$ cat config.mk
export PLATFORM = sky130hd
export DESIGN_NAME = bp_be_fe_queue_rollback_fifo
export DESIGN_NICKNAME = d
export VERILOG_FILES = /design/src/rtl/bp_be_fe_queue_rollback_fifo.sv
export SDC_FILE = /design/constraint.sdc
export NUM_CORES = 1
export LEC_CHECK = 0
export ABC_CLOCK_PERIOD_IN_PS = 5030
export CAP_MARGIN = 20
export CELL_PAD_IN_SITES_DETAIL_PLACEMENT = 1
export CELL_PAD_IN_SITES_GLOBAL_PLACEMENT = 1
export CORE_MARGIN = 2
export CORE_UTILIZATION = 56
export DETAILED_ROUTE_END_ITERATION = 10
export DONT_BUFFER_PORTS = 1
export HOLD_SLACK_MARGIN = 0.12
export PLACE_DENSITY_LB_ADDON = 0.1
export SETUP_SLACK_MARGIN = 0.3
export SLEW_MARGIN = 20
export SYNTH_ARGS = -nofsm -noshare
export SYNTH_HDL_FRONTEND = slang
export SYNTH_SLANG_ARGS = --single-unit
$ cat constraint.sdc
create_clock -name clk_i -period 5.03 [get_ports clk_i]
set_input_delay 0.2515 -clock clk_i [delete_from_list [all_inputs] [get_ports clk_i]]
set_output_delay 0.2515 -clock clk_i [all_outputs]
set_load 0.02 [all_outputs]
$ cat src/rtl/bp_be_fe_queue_rollback_fifo.sv
// Rollback FIFO between the frontend and the backend checker. It keeps three pointers: write,
// speculative read and committed head, supporting speculative read-ahead, multi-entry commit, rollback and clear.
module bp_be_fe_queue_rollback_fifo #(
    parameter int width_p     = 64,
    parameter int els_p       = 8,
    parameter int deq_width_p = 2,
    localparam int ptr_width_lp     = $clog2(els_p) + 1,
    localparam int cnt_width_lp     = $clog2(els_p + 1),
    localparam int deq_cnt_width_lp = $clog2(deq_width_p + 1)
) (
    input  logic                        clk_i,
    input  logic                        reset_n_i,
    input  logic [width_p-1:0]          data_i,
    input  logic                        v_i,
    output logic                        ready_o,
    output logic [width_p-1:0]          data_o,
    output logic                        v_o,
    input  logic                        yumi_i,
    input  logic [deq_cnt_width_lp-1:0] deq_cnt_i,
    input  logic                        roll_i,
    input  logic                        clr_i,
    output logic [cnt_width_lp-1:0]     count_o,
    output logic [cnt_width_lp-1:0]     spec_count_o
);

    localparam int idx_width_lp = ptr_width_lp - 1;

    logic [ptr_width_lp-1:0] wptr_reg, wptr_next;
    logic [ptr_width_lp-1:0] rptr_reg, rptr_next;
    logic [ptr_width_lp-1:0] cptr_reg, cptr_next;
    logic [ptr_width_lp-1:0] count_ptr, spec_ptr;
    logic [idx_width_lp-1:0] widx, ridx;
    logic                    full;
    logic                    enq;

    logic [width_p-1:0] mem [els_p];

    assign widx = wptr_reg[idx_width_lp-1:0];
    assign ridx = rptr_reg[idx_width_lp-1:0];

    // Wrap bit makes the modulo difference distinguish full from empty.
    assign count_ptr    = wptr_reg - cptr_reg;
    assign spec_ptr     = rptr_reg - cptr_reg;
    assign count_o      = cnt_width_lp'(count_ptr);
    assign spec_count_o = cnt_width_lp'(spec_ptr);
    assign full         = (count_ptr == ptr_width_lp'(els_p));
    assign ready_o      = ~full;
    assign v_o          = (rptr_reg != wptr_reg);
    assign data_o       = mem[ridx];

    always_comb begin
        wptr_next = wptr_reg;
        rptr_next = rptr_reg;
        cptr_next = cptr_reg;
        enq       = 1'b0;
        if (clr_i) begin
            rptr_next = wptr_reg;
            cptr_next = wptr_reg;
        end else begin
            enq = v_i & ready_o;
            if (enq) begin
                wptr_next = wptr_reg + 1'b1;
            end
            cptr_next = cptr_reg + ptr_width_lp'(deq_cnt_i);
            // Rollback lands on the post-commit head so a same-cycle commit is honoured.
            if (roll_i) begin
                rptr_next = cptr_next;
            end else begin
                rptr_next = rptr_reg + ptr_width_lp'(yumi_i);
            end
        end
    end

    always_ff @(posedge clk_i or negedge reset_n_i) begin
        if (!reset_n_i) begin
            wptr_reg <= '0;
            rptr_reg <= '0;
            cptr_reg <= '0;
        end else begin
            wptr_reg <= wptr_next;
            rptr_reg <= rptr_next;
            cptr_reg <= cptr_next;
        end
    end

    // Storage is left unreset; each slot loads only when the write index selects it.
    generate
        for (genvar gi = 0; gi < els_p; gi++) begin : g_slot
            always_ff @(posedge clk_i) begin
                if (enq && (widx == idx_width_lp'(gi))) begin
                    mem[gi] <= data_i;
                end
            end
        end
    endgenerate

`ifndef SYNTHESIS
    assert property (@(posedge clk_i) disable iff (!reset_n_i)
        (clr_i || !yumi_i || v_o))
        else $error("yumi_i asserted with no unread entry");

    assert property (@(posedge clk_i) disable iff (!reset_n_i)
        (clr_i || ((cnt_width_lp + 1)'(deq_cnt_i) <=
                   ({1'b0, spec_count_o} + (cnt_width_lp + 1)'(yumi_i)))))
        else $error("deq_cnt_i exceeds read-but-uncommitted entries");
`endif

endmodule

# Yosys cells after proc, flatten, opt, wreduce, memory -nomap -nowiden
# Memories as Yosys holds them, arrays and structs flattened.
# Cells that the tools add are included.
# W data, S select, Z words.
# totals
reg_bits,12
mem_bits_rw,512
inputBits,72
out_inout_bits,74
elab_cells,79
mem_count,1
# classes
addsub,5
eq_ne,9
n_mux,41
bitwise,3
n_reduce_logical,17
# memory_table
memory,words,word_bits,read_ports,rd_ports_with_merged_regs,write_ports,line_no,source
mem,8,64,1,0,1,36,logic [width_p-1:0] mem [els_p];
# op_table
operator,n
$mux W64,7
$reduce_or A64 Y1,7
$mux W1,24
$mux W3,7
$eq A3 B3 Y1 const B,4
$mux W4,3
$logic_and A1 B1 Y1,8
$sub A4 B4 Y4,2
$eq A3 B2 Y1 const B,2
$add A4 B1 Y4,1
$add A4 B1 Y4 const B,1
$add A4 B2 Y4,1
$eq A4 B4 Y1 const B,1
$ne A4 B4 Y1,1
$eq A3 B1 Y1 const B,1
$logic_not A3 Y1,1
$not A1 Y1,2
$reduce_and A2 Y1,1
$and A1 B1 Y1,1

# Logic depth before layout (Yosys ltp)
# logic_depth
ltp_word,16
mapped_depth,9

# Worst setup path before layout
# Ideal clock, no wire load.
# synth_timing
kind,register to register
from,reg wptr_reg[0]
to,mem mem[4][0] (enable)
setup_time_ns,0.429
arrival_time_ns,3.658
required_time_ns,4.601
path_slack_ns,0.942
stages_incl_launch_ff,10
n_path_buf,1
cell_sequence,dfrtp_1 -> inv_1 -> ha_1 -> inv_1 -> fa_1 -> xor2_1 -> nor3_1 -> a21oi_1 -> buf_2 -> and3_1
# synth_between
elab_chain_len,16
elab_cells_between_ends,58
cone_classes,add/sub: 1; eq/ne: 8; mux: 31; bitwise: 2; reduce/logical: 16
# synth_rtl
element,line_no,source
start: declaration,28,"logic [ptr_width_lp-1:0] wptr_reg, wptr_next;"
start signal: assignment,80,wptr_reg <= wptr_next;
$sub A4 B4 Y4 (*),42,assign count_ptr = wptr_reg - cptr_reg;
net count_o[2],22,"output logic [cnt_width_lp-1:0] count_o,"
$eq A4 B4 Y1 (*),46,assign full = (count_ptr == ptr_width_lp'(els_p));
$not A1 Y1 (*),47,assign ready_o = ~full;
$and A1 B1 Y1 (*),60,enq = v_i & ready_o;
$mux W1 (*),56,if (clr_i) begin
$logic_and A1 B1 Y1,90,if (enq && (widx == idx_width_lp'(gi))) begin
$mux W1,90,
$mux W1 (implied by the code),91,mem[gi] <= data_i;
$reduce_or A64 Y1 (no source line),n/a,
$mux W3 (no source line) / $mux W1 (equally long branches) (7 in a row),n/a,
end: declaration,36,
# The timed path passes the listed nets; every way through them passes the cells marked *.

# Worst setup path in the final report
# layout_timing
from,reg wptr_reg[0]
to,mem mem[1][38] (enable)
# The elaborated chain is that of the path after synthesis.

==> impl_metrics.py <==
metrics = {
    "run_status": {
        "status": "completed",
    },
    "yosys": {
        "synth-main-ff-cell": "edfxtp_1",
        "yosysMostFrequentCell": "edfxtp_1",
        "synth-async-reset-ratio": 0.02290,
        "ys_seq_area_frac": 0.7734,
        "synthTopCellsByArea": "edfxtp_1, mux4_2, mux2_2",
        "ys_types": 30,
        "synth_edf_count": 512,
        "netlist.area_leader.share": 0.7586,
        "yosysTopAreaCell": "edfxtp_1",
        "avgSynthCellArea_um2": 23.73,
        "yosysWarnings": 0,
        "syn-num-nets": 945,
        "synth_commonest_cells": "edfxtp_1, mux4_2, mux2_2, inv_1",
        "syn_area_mm2": 0.02027,
        "synthCells": 854,
        "ys_ff_latch": 524,
    },
    "floorplanning": {
        "core_mm2": 0.03557,
        "placementRows": 69,
        "ioPinCount": 146,
        "start_util": 0.5698,
        "dieWidth_um": 194.2,
        "fp.dieH_um": 194.2,
        "die_area_mm2": 0.03773,
    },
    "detailed_routing": {
        "vias_per_cell": 6.093,
        "wirelength_um": 41240,
        "drc": 0,
        "drt_iter0_drc": 558,
        "via_count": 8933,
        "drtAntennaViolNets": 0,
        "first_pass_iters": 5,
        "wl_per_cell_um": 28.13,
    },
    "sta": {
        "max_freq_mhz": 269.6,
        "timing.hold.ws_ns": 0.1738,
        "maxSlewViolCount": 0,
        "min_period_over_period": 0.7375,
        "worst_pin_slew_ns": 0.8456,
        "slew_headroom": 0.4363,
        "skew_ns": 0.02432,
        "setup_ws_ns": 1.320,
        "setup_tns_ns": 0,
        "hold_viol": 0,
        "finalCriticalPeriod_ns": 3.710,
        "setup_viol": 0,
        "rsz0062_at_grt": "false",
    },
    "clock_network": {
        "cts_tree": "done",
        "path_clk_slew_ns": 0.06,
        "cts.sinks": 524,
        "cts_root_buf": "clkbuf_16",
        "post_cts_resized": 0,
        "clock_latency_ns": 0.59,
        "clk_path_buf_depth": 3,
        "htreeDepth": 2,
        "cts_buffers": 52,
    },
    "hold_path": {
        "hp-class": "input port to flip-flop",
        "holdCritStartpoint": "clr_i",
        "hold_path_depth": 3,
        "hold-path-endpoint": "wptr_reg[3]",
    },
    "layout": {
        "n_fill_cell": 2756,
        "seq_area_mm2": 0.01569,
        "synthToLayoutAreaGrowth_pct": 14.69,
        "multi_input_area_mm2": 0.004313,
        "regMostFlops": "mem",
        "nNetsFinal": 1050,
        "largest_register_ffs": 512,
        "drive_gt1_frac": 0.2971,
        "instances_no_fill": 1466,
        "design_area_mm2": 0.02324,
    },
    "placement": {
        "dpl.cell_count": 1293,
        "numPortBuffers": 0,
        "hpwl_um": 23780,
        "pre_cts_ws_ns": 1.284,
        "place.gp.congestion": 0.8427,
        "placed_area_mm2": 0.02088,
    },
    "global_route": {
        "grt_pass1_wl_um": 63830,
        "grt_usage": 0.2286,
        "grt_antenna_before_repair": 1,
        "grt_start_max_net_pins": 83,
        "grt_pass1_vias": 9713,
        "grt_overflow": 0,
    },
    "pwr": {
        "power_leakage_nw": 7.418,
        "peakVddDrop_mv": 0.4738,
        "power_density_mw_per_mm2": 552.2,
    },
    "critical_path": {
        "r2r_start": "wptr_reg[0]",
        "rr_endpoint": "mem[1][38]",
        "r2r_setup_slack_ns": 1.32,
        "cp.arrival_ns": 3.97,
        "cp-startpoint": "wptr_reg[0]",
        "crit_fanout": 34,
        "critPathKind": "flip-flop to flip-flop",
        "r2r_cells": 10,
        "worstSetupStartpointType": "flip-flop",
        "endpoint_kind": "flip-flop",
        "critical_path_required_ns": 5.29,
    },
    "run": {
        "drv_cap": 0,
    },
}
==> repair_timing <==
action                    CTS  global route
hold endpoints to repair  533             0
setup buffers               0             0
hold buffers               72             0
==> layout by cell type (no fill, tap or decap), types with 4 or more instances in the layout <==
| master | instances |
|---|---|
| clkbuf_1 | 16 |
| mux4_2 | 128 |
| a21oi_1 | 5 |
| ha_1 | 16 |
| clkinv_1 | 9 |
| and3_4 | 6 |
| o21ai_0 | 6 |
| xor2_1 | 4 |
| xnor2_1 | 12 |
| dlygate4sd3_1 | 72 |
| buf_4 | 11 |
| clkinv_2 | 11 |
| clkbuf_16 | 53 |
| dfrtp_1 | 9 |
| mux2_2 | 65 |
| inv_1 | 17 |
| buf_12 | 8 |
| nand2_1 | 6 |
| edfxtp_1 | 512 |
==> worst max-delay path: stages (launching register included) <==
cell and delay, ns:
dfrtp_1 0.43, inv_1 0.19, ha_1 0.17, inv_1 0.07, fa_1 0.39, xor2_1 0.43
nor3_1 0.18, a21oi_1 0.25, buf_4 0.23, and3_4 0.64, buf_4 0.38
==> routing by layer <==
layer  share of wire  vias up  GRT usage
met5               0        -          0
met3           0.054       61    0.04749
li1                -     3806          -
met2            0.49      236     0.3658
met4           0.023        0    0.06650
met1            0.43     4830     0.3248
==> worst max path at each step <==
| stage | end |
|---|---|
| after floorplan | mem[4][0] |
| final | mem[1][38] |
| after global routing | mem[1][42] |
| after detailed placement | mem[1][26] |
| after CTS | mem[1][40] |
| after global placement | mem[1][28] |
==> area by class of cell <==
type / instances / share of cell area
repair buffers: 92 / 0.04263
inverters: 17 / 0.002745
clock buffers: 72 / 0.06142
multi-input cells: 272 / 0.1855
clock inverters: 26 / 0.007805
flip-flops and latches: 524 / 0.6748
diodes: 2 / 0.0002153
well taps: 461 / 0.02481
==> cell families (layout without fill, tap and decap cells) <==
logic type,Yosys count,in the layout,share of synthesized area
xor gates and xnor gates,16,16,0.006914
buffers and inverters,58,207,0.01556
adders and majority gates,19,19,0.01284
other,0,2,0
and+or+nand+nor,25,25,0.006420
AOI/OAI and AO/OA,15,15,0.004506
DFF,524,524,0.7734
muxes,197,197,0.1804
==> power by group <==
part / leakage (nW) / internal [mW] / switching [mW]
Sequential: 4.76 / 5.23 / 0.297
Clock: 0.788 / 2.08 / 1.56
Combinational: 1.87 / 1.55 / 2.12
==> through the flow <==
stage	utilization	total power, mW
after floorplan	-	8.450
after global placement	0.5871	9.104
after detailed placement	0.5871	9.223
after CTS	0.6526	12.98
after global routing	0.6534	13.37
final	0.6535	12.83
Power figures use the tool's default switching activity.
